[config.mk]
export PLATFORM = sky130hd
export DESIGN_NAME = instr_fetch_decode
export DESIGN_NICKNAME = d
export VERILOG_FILES = /design/src/rtl/instr_fetch_decode.sv
export SDC_FILE = /design/constraint.sdc
export NUM_CORES = 1
export LEC_CHECK = 0
export ABC_AREA = 1
export CORE_UTILIZATION = 48
export CTS_BUF_LIST = sky130_fd_sc_hd__clkbuf_16
export DETAILED_ROUTE_END_ITERATION = 8
export HOLD_SLACK_MARGIN = 0.12
export PLACE_DENSITY = 0.8
export SKIP_LAST_GASP = 1
export SLEW_MARGIN = 10
export SYNTH_ARGS = -nofsm -noshare
export SYNTH_HDL_FRONTEND = slang
export SYNTH_SLANG_ARGS = --single-unit
[constraint.sdc]
create_clock -name Clk -period 1.94 [get_ports Clk]
set_input_delay 0.291 -clock Clk [delete_from_list [all_inputs] [get_ports Clk]]
set_output_delay 0.291 -clock Clk [all_outputs]
set_load 0.01 [all_outputs]
[src/rtl/instr_fetch_decode.sv]
// Fetch/decode stage ahead of the CVP14 execute core: owns the PC, resolves j/nop, issues decoded fields.
// Optional build macro ILLEGAL_OP_HALT_EN: opcodes 1001-1110 halt fetch instead of acting as nop.
module instr_fetch_decode #(
    parameter int unsigned       ADDR_W   = 16,
    parameter logic [ADDR_W-1:0] RESET_PC = ADDR_W'(16'h0000)
) (
    input  logic              Clk,
    input  logic              Reset_n,
    output logic [ADDR_W-1:0] Addr,
    output logic              RD,
    input  logic [15:0]       DataIn,
    input  logic              MemAck,
    input  logic              MemBusy,
    output logic              IssueValid,
    input  logic              IssueReady,
    output logic [3:0]        Opcode,
    output logic [2:0]        DstReg,
    output logic [2:0]        SrcReg1,
    output logic [2:0]        SrcReg2,
    output logic [7:0]        Imm8,
    output logic [ADDR_W-1:0] InstrPC,
    output logic              Halt
);

    localparam int unsigned INSTR_W = 16;
    localparam int unsigned OP_W    = 4;
    localparam logic [OP_W-1:0] OP_J = 4'b1000;
`ifdef ILLEGAL_OP_HALT_EN
    localparam logic [OP_W-1:0] OP_NOP = 4'b1111;
`endif

    typedef enum logic [2:0] {
        S_IDLE,
        S_FETCH,
        S_WAIT,
        S_ISSUE,
        S_HALTED
    } state_t;

    state_t               r_state, w_state_nxt;
    logic [ADDR_W-1:0]    r_pc, w_pc_nxt;
    logic [ADDR_W-1:0]    r_instr_pc, w_instr_pc_nxt;
    logic [INSTR_W-1:0]   r_ir, w_ir_nxt;
    logic                 r_rd, w_rd_nxt;
    logic                 r_issue_valid, w_issue_valid_nxt;
    logic [OP_W-1:0]      w_op;
    logic [ADDR_W-1:0]    w_jmp_off;
`ifdef ILLEGAL_OP_HALT_EN
    logic                 r_halt, w_halt_nxt;
`endif

    assign w_op      = DataIn[15:12];
    assign w_jmp_off = ADDR_W'($signed(DataIn[11:0]));

    // Next-state and next-output logic; every register is loaded from here
    always_comb begin
        w_state_nxt       = r_state;
        w_pc_nxt          = r_pc;
        w_instr_pc_nxt    = r_instr_pc;
        w_ir_nxt          = r_ir;
        w_rd_nxt          = 1'b0;
        w_issue_valid_nxt = 1'b0;
`ifdef ILLEGAL_OP_HALT_EN
        w_halt_nxt        = r_halt;
`endif
        unique case (r_state)
            S_IDLE: w_state_nxt = S_FETCH;
            S_FETCH: begin
                if (!MemBusy) begin
                    w_rd_nxt    = 1'b1;
                    w_state_nxt = S_WAIT;
                end
            end
            S_WAIT: begin
                if (MemAck) begin
                    w_ir_nxt       = DataIn;
                    w_instr_pc_nxt = r_pc;
                    w_state_nxt    = S_FETCH;
                    w_pc_nxt       = r_pc + ADDR_W'(1);
                    if (w_op == OP_J) begin
                        w_pc_nxt = r_pc + w_jmp_off;
                    end else if (!w_op[3]) begin
                        w_state_nxt       = S_ISSUE;
                        w_issue_valid_nxt = 1'b1;
                    end
`ifdef ILLEGAL_OP_HALT_EN
                    else if (w_op != OP_NOP) begin
                        // PC stays on the offending instruction for debug
                        w_pc_nxt    = r_pc;
                        w_state_nxt = S_HALTED;
                        w_halt_nxt  = 1'b1;
                    end
`endif
                end else begin
                    w_rd_nxt = 1'b1;
                end
            end
            S_ISSUE: begin
                if (IssueReady) begin
                    w_state_nxt = S_FETCH;
                end else begin
                    w_issue_valid_nxt = 1'b1;
                end
            end
            S_HALTED: w_state_nxt = S_HALTED;
            default:  w_state_nxt = S_IDLE;
        endcase
    end

    always_ff @(posedge Clk or negedge Reset_n) begin
        if (!Reset_n) begin
            r_state       <= S_IDLE;
            r_pc          <= RESET_PC;
            r_instr_pc    <= '0;
            r_ir          <= '0;
            r_rd          <= 1'b0;
            r_issue_valid <= 1'b0;
`ifdef ILLEGAL_OP_HALT_EN
            r_halt        <= 1'b0;
`endif
        end else begin
            r_state       <= w_state_nxt;
            r_pc          <= w_pc_nxt;
            r_instr_pc    <= w_instr_pc_nxt;
            r_ir          <= w_ir_nxt;
            r_rd          <= w_rd_nxt;
            r_issue_valid <= w_issue_valid_nxt;
`ifdef ILLEGAL_OP_HALT_EN
            r_halt        <= w_halt_nxt;
`endif
        end
    end

    assign Addr       = r_pc;
    assign RD         = r_rd;
    assign IssueValid = r_issue_valid;
    assign Opcode     = r_ir[15:12];
    assign DstReg     = r_ir[11:9];
    assign SrcReg1    = r_ir[8:6];
    assign SrcReg2    = r_ir[5:3];
    assign Imm8       = r_ir[7:0];
    assign InstrPC    = r_instr_pc;
`ifdef ILLEGAL_OP_HALT_EN
    assign Halt       = r_halt;
`else
    assign Halt       = 1'b0;
`endif

endmodule
==> results.cfg <==
[outcome]
run_status = completed

[cts]
htree_num_levels = 2
tritoncts_clock_tree = built
numCtsBuffers = 5
cts.clk_slew.worst_paths_ns = 0.07
cts_buffer_depth = 2
clk_latency_ns = 0.29
clock-sinks = 53
clk_root_buffer_cell = sky130_fd_sc_hd__clkbuf_16

[worst_setup_path]
critical_path.endpoint_type = flop
cell_type_group_with_the_largest_total_delay_on_the_critical_path = buffers and inverters
cp_common_cell = sky130_fd_sc_hd__buf_4
critical_path_launch_point_type = primary input
crit_chain = clkdlybuf4s50_1, inv_2, nor2_1, ha_1, buf_4, buf_4, nand3_4, nand2_4, xnor2_1, o21ai_0
path_max_fanout = 3
crit-reg2reg-capture = Addr[8]$_DFFE_PN0P_
critical_path_required_ns = 2.11
critical-path-slowest-cell = sky130_fd_sc_hd__clkdlybuf4s50_1
critical_path.max_stage_delay_ns = 0.47
crit_arrival_ns = 2.08
ff2ff_setup_slack_ns = 0.04
number_of_buffers_and_inverters_on_the_critical_path = 4
setup.worst_path.class = in2reg
worstReg2RegStart = Addr[0]$_DFFE_PN0P_
reg2reg_depth = 8

[timing]
slew_headroom_pct = 60.9
finalCritPeriodShare_pct = 98.5
worst_pin_slew_ns = 0.586
post-route-worst-setup-slack_ns = 0.0297
timing.hold.ws_ns = 0.203
finalHoldViolations = 0
timing.final.crit_period_ns = 1.91
timing.final.setup_violations = 0
maximum_clock_skew_at_final_layout_ns = 0.00572
timing.fmax_mhz = 523
final-max-slew-violation-count = 0

[synth]
synth.lib_cells_used.distinct = 32
postSynthRegisterBits = 53
mappedNetlistNets = 398
post_synth.cell_area_avg_um2 = 7.77
sequential_fraction_of_the_synthesis_area_pct = 46.7
yosys_warnings = 0
synth_area_um2 = 2840
syn_inst = 365

[global_routing]
gr_ovfl_total = 0
grt_first_pass_wirelength_mm = 12.9
antenna_found_initial = 0
gr-usage-all-layers_pct = 26.6
first_global_vias = 2751
maximum_number_of_pins_on_one_net_before_global_route_repair = 39

[min_path]
min-delay-path-class = in2reg
holdPathStages = 3
hold_start = DataIn[14]
worst_case_hold_path_end_point = r_ir[14]$_DFFE_PN0P_

[floorplan]
starting_density_of_the_core_pct = 50.6
fp.dieW_um = 78.9
die-area_um2 = 6220
floorplan.core_area_um2 = 5610
pin_count = 77
placement_rows = 27
die_y_um = 78.9

[layout]
flow.area_growth_from_synthesis_pct = 57.3
antenna-diode-count = 0
number_of_non_filler_instances_in_the_completed_layout = 553
nets = 513
layout_cells_sized_above_1_pct = 25.8

[drt]
post_drt_via_cell_ratio = 5.51
drtIter0Drc = 243
postRouteAntennaNets = 0
detail_route.wirelength_mm = 9.34
avgRoutedWirePerCell_um = 16.9
vias = 3049
drtPass1Iterations = 4
route.detailed.drc = 0

[place]
globalplace.congestion = 0.920
post-place-ws_ns = -0.719
place.detailed.instances = 526
buffer_ports.inserted = 75
detailedPlacementHpwl_mm = 5.03

[power]
largest_voltage_drop_on_the_vdd_net_v = 0.000780
total_power_uw = 6090
power-per-cell-area_nw_per_um2 = 1360
p_leak_uw = 0.00215

[run]
drv_cap = 0
## metrics by stage
| stage | utilization [%] | area [µm²] | setup TNS [ns] |
|---|---|---|---|
| floorplan | - | 2850 | 0 |
| global placement | 68.3 | 3830 | -6.81 |
| detailed placement | 68.3 | 3830 | -7.93 |
| CTS | 74.4 | 4170 | 0 |
| global route | 79.6 | 4460 | -0.303 |
| finish | 79.6 | 4460 | 0 |
## cell type report
cell class / count / area, µm²
Clock buffer: 5 / 125
Timing Repair Buffer: 122 / 1120
Multi-Input combinational cell: 257 / 1600
Fill cell: 356 / 1140
Tap cell: 72 / 90.1
Inverter: 41 / 156
Clock inverter: 3 / 41.3
Sequential cell: 53 / 1330
## registers in the layout (all words and copies together), names as in the netlist
| register | flops |
|---|---|
| InstrPC | 16 |
| RD | 1 |
| r_ir | 16 |
| r_state | 3 |
| Addr | 16 |
| IssueValid | 1 |
## how the worst max path moves through the flow
stage / startpoint / endpoint / slack [ns] / cells past startpoint
global route: DataIn[7] / Addr[15]$_DFFE_PN0P_ / -0.07 / 13
floorplan: DataIn[15] / Addr[12]$_DFFE_PN0P_ / 0.05 / 13
detailed placement: DataIn[15] / Addr[15]$_DFFE_PN0P_ / -0.72 / 16
global placement: DataIn[13] / Addr[15]$_DFFE_PN0P_ / -0.61 / 14
finish: DataIn[7] / Addr[8]$_DFFE_PN0P_ / 0.03 / 10
CTS: DataIn[0] / Addr[12]$_DFFE_PN0P_ / 0.0001 / 14
## placed cells by master, fill, tap and decap left out, types with 10 or more instances in the layout
master,count
sky130_fd_sc_hd__o21ai_0,39
sky130_fd_sc_hd__nand2_2,10
sky130_fd_sc_hd__inv_2,12
sky130_fd_sc_hd__nor2_4,10
sky130_fd_sc_hd__buf_4,45
sky130_fd_sc_hd__dfrtp_1,53
sky130_fd_sc_hd__nor2_1,18
sky130_fd_sc_hd__nand2_1,109
sky130_fd_sc_hd__clkdlybuf4s50_1,68
sky130_fd_sc_hd__inv_1,27
## synthesized netlist by cell type
library cell | n | area [µm²]
sky130_fd_sc_hd__nand3_1 | 13 | 65.1
sky130_fd_sc_hd__o21ai_1 | 1 | 5.00
sky130_fd_sc_hd__a41oi_1 | 1 | 8.76
sky130_fd_sc_hd__nor2_2 | 1 | 6.26
sky130_fd_sc_hd__o21ai_2 | 1 | 8.76
sky130_fd_sc_hd__xnor2_1 | 4 | 35.0
sky130_fd_sc_hd__nor2_4 | 1 | 11.3
sky130_fd_sc_hd__inv_1 | 36 | 135
sky130_fd_sc_hd__nand3_4 | 1 | 17.5
sky130_fd_sc_hd__nor4_1 | 1 | 6.26
sky130_fd_sc_hd__clkinv_1 | 1 | 3.75
sky130_fd_sc_hd__conb_1 | 1 | 3.75
sky130_fd_sc_hd__nor2_1 | 28 | 105
sky130_fd_sc_hd__a21o_1 | 1 | 7.51
sky130_fd_sc_hd__xor2_1 | 4 | 35.0
sky130_fd_sc_hd__fa_1 | 1 | 20.0
sky130_fd_sc_hd__buf_2 | 4 | 20.0
sky130_fd_sc_hd__nand4_1 | 3 | 18.8
sky130_fd_sc_hd__o211ai_1 | 2 | 15.0
sky130_fd_sc_hd__ha_1 | 11 | 138
sky130_fd_sc_hd__dfrtp_1 | 53 | 1330
sky130_fd_sc_hd__clkbuf_1 | 5 | 18.8
sky130_fd_sc_hd__nand2_1 | 122 | 458
sky130_fd_sc_hd__nor3_1 | 3 | 15.0
sky130_fd_sc_hd__inv_2 | 4 | 15.0
sky130_fd_sc_hd__a31oi_1 | 1 | 6.26
sky130_fd_sc_hd__buf_4 | 6 | 45.0
sky130_fd_sc_hd__a21oi_1 | 8 | 40.0
sky130_fd_sc_hd__o21ai_0 | 41 | 205
sky130_fd_sc_hd__a31o_2 | 1 | 8.76
sky130_fd_sc_hd__o22ai_1 | 3 | 18.8
sky130_fd_sc_hd__nand3b_1 | 2 | 15.0
## metal layers
metal / GRT usage (%) / share of wire (%) / up-vias
met5: 0 / 0 / -
met4: 8.73 / 3.5 / 0
met3: 3.91 / 6.8 / 33
met2: 46.4 / 51 / 159
met1: 33.9 / 39 / 1459
li1: - / - / 1398
## logic make-up after synthesis
group,synth area share [%]
AOI/OAI and AO/OA,11.4
xor gates and xnor gates,2.47
adders and majority gates,5.56
buffers and inverters,8.38
DFF,46.7
other,0.132
and+or+nand+nor,25.3
## worst reg2reg max path: stages (launching register included)
cell and delay, ns:
sky130_fd_sc_hd__dfrtp_1 0.44, sky130_fd_sc_hd__ha_4 0.20, sky130_fd_sc_hd__fa_2 0.38, sky130_fd_sc_hd__nand2_2 0.10, sky130_fd_sc_hd__nand3_2 0.10, sky130_fd_sc_hd__nand3_4 0.12
sky130_fd_sc_hd__nand2_4 0.07, sky130_fd_sc_hd__xnor2_1 0.24, sky130_fd_sc_hd__o21ai_0 0.13
## timing repair
action | CTS | global route
gates cloned | 1 | 0
setup buffers | 8 | 9
pin swaps | 19 | 36
hold buffers | 1 | 0
gates resized for setup | 37 | 63
hold endpoints to repair | 23 | 0
setup endpoints to repair | 14 | 11
## power breakdown
part / internal (µW) / switching (µW) / leakage, µW
clock: 605 / 407 / 0.0000775
sequential: 1570 / 384 / 0.000678
combinational: 1630 / 1490 / 0.00139
total: 3810 / 2280 / 0.00215
Power figures use the tool's default switching activity.
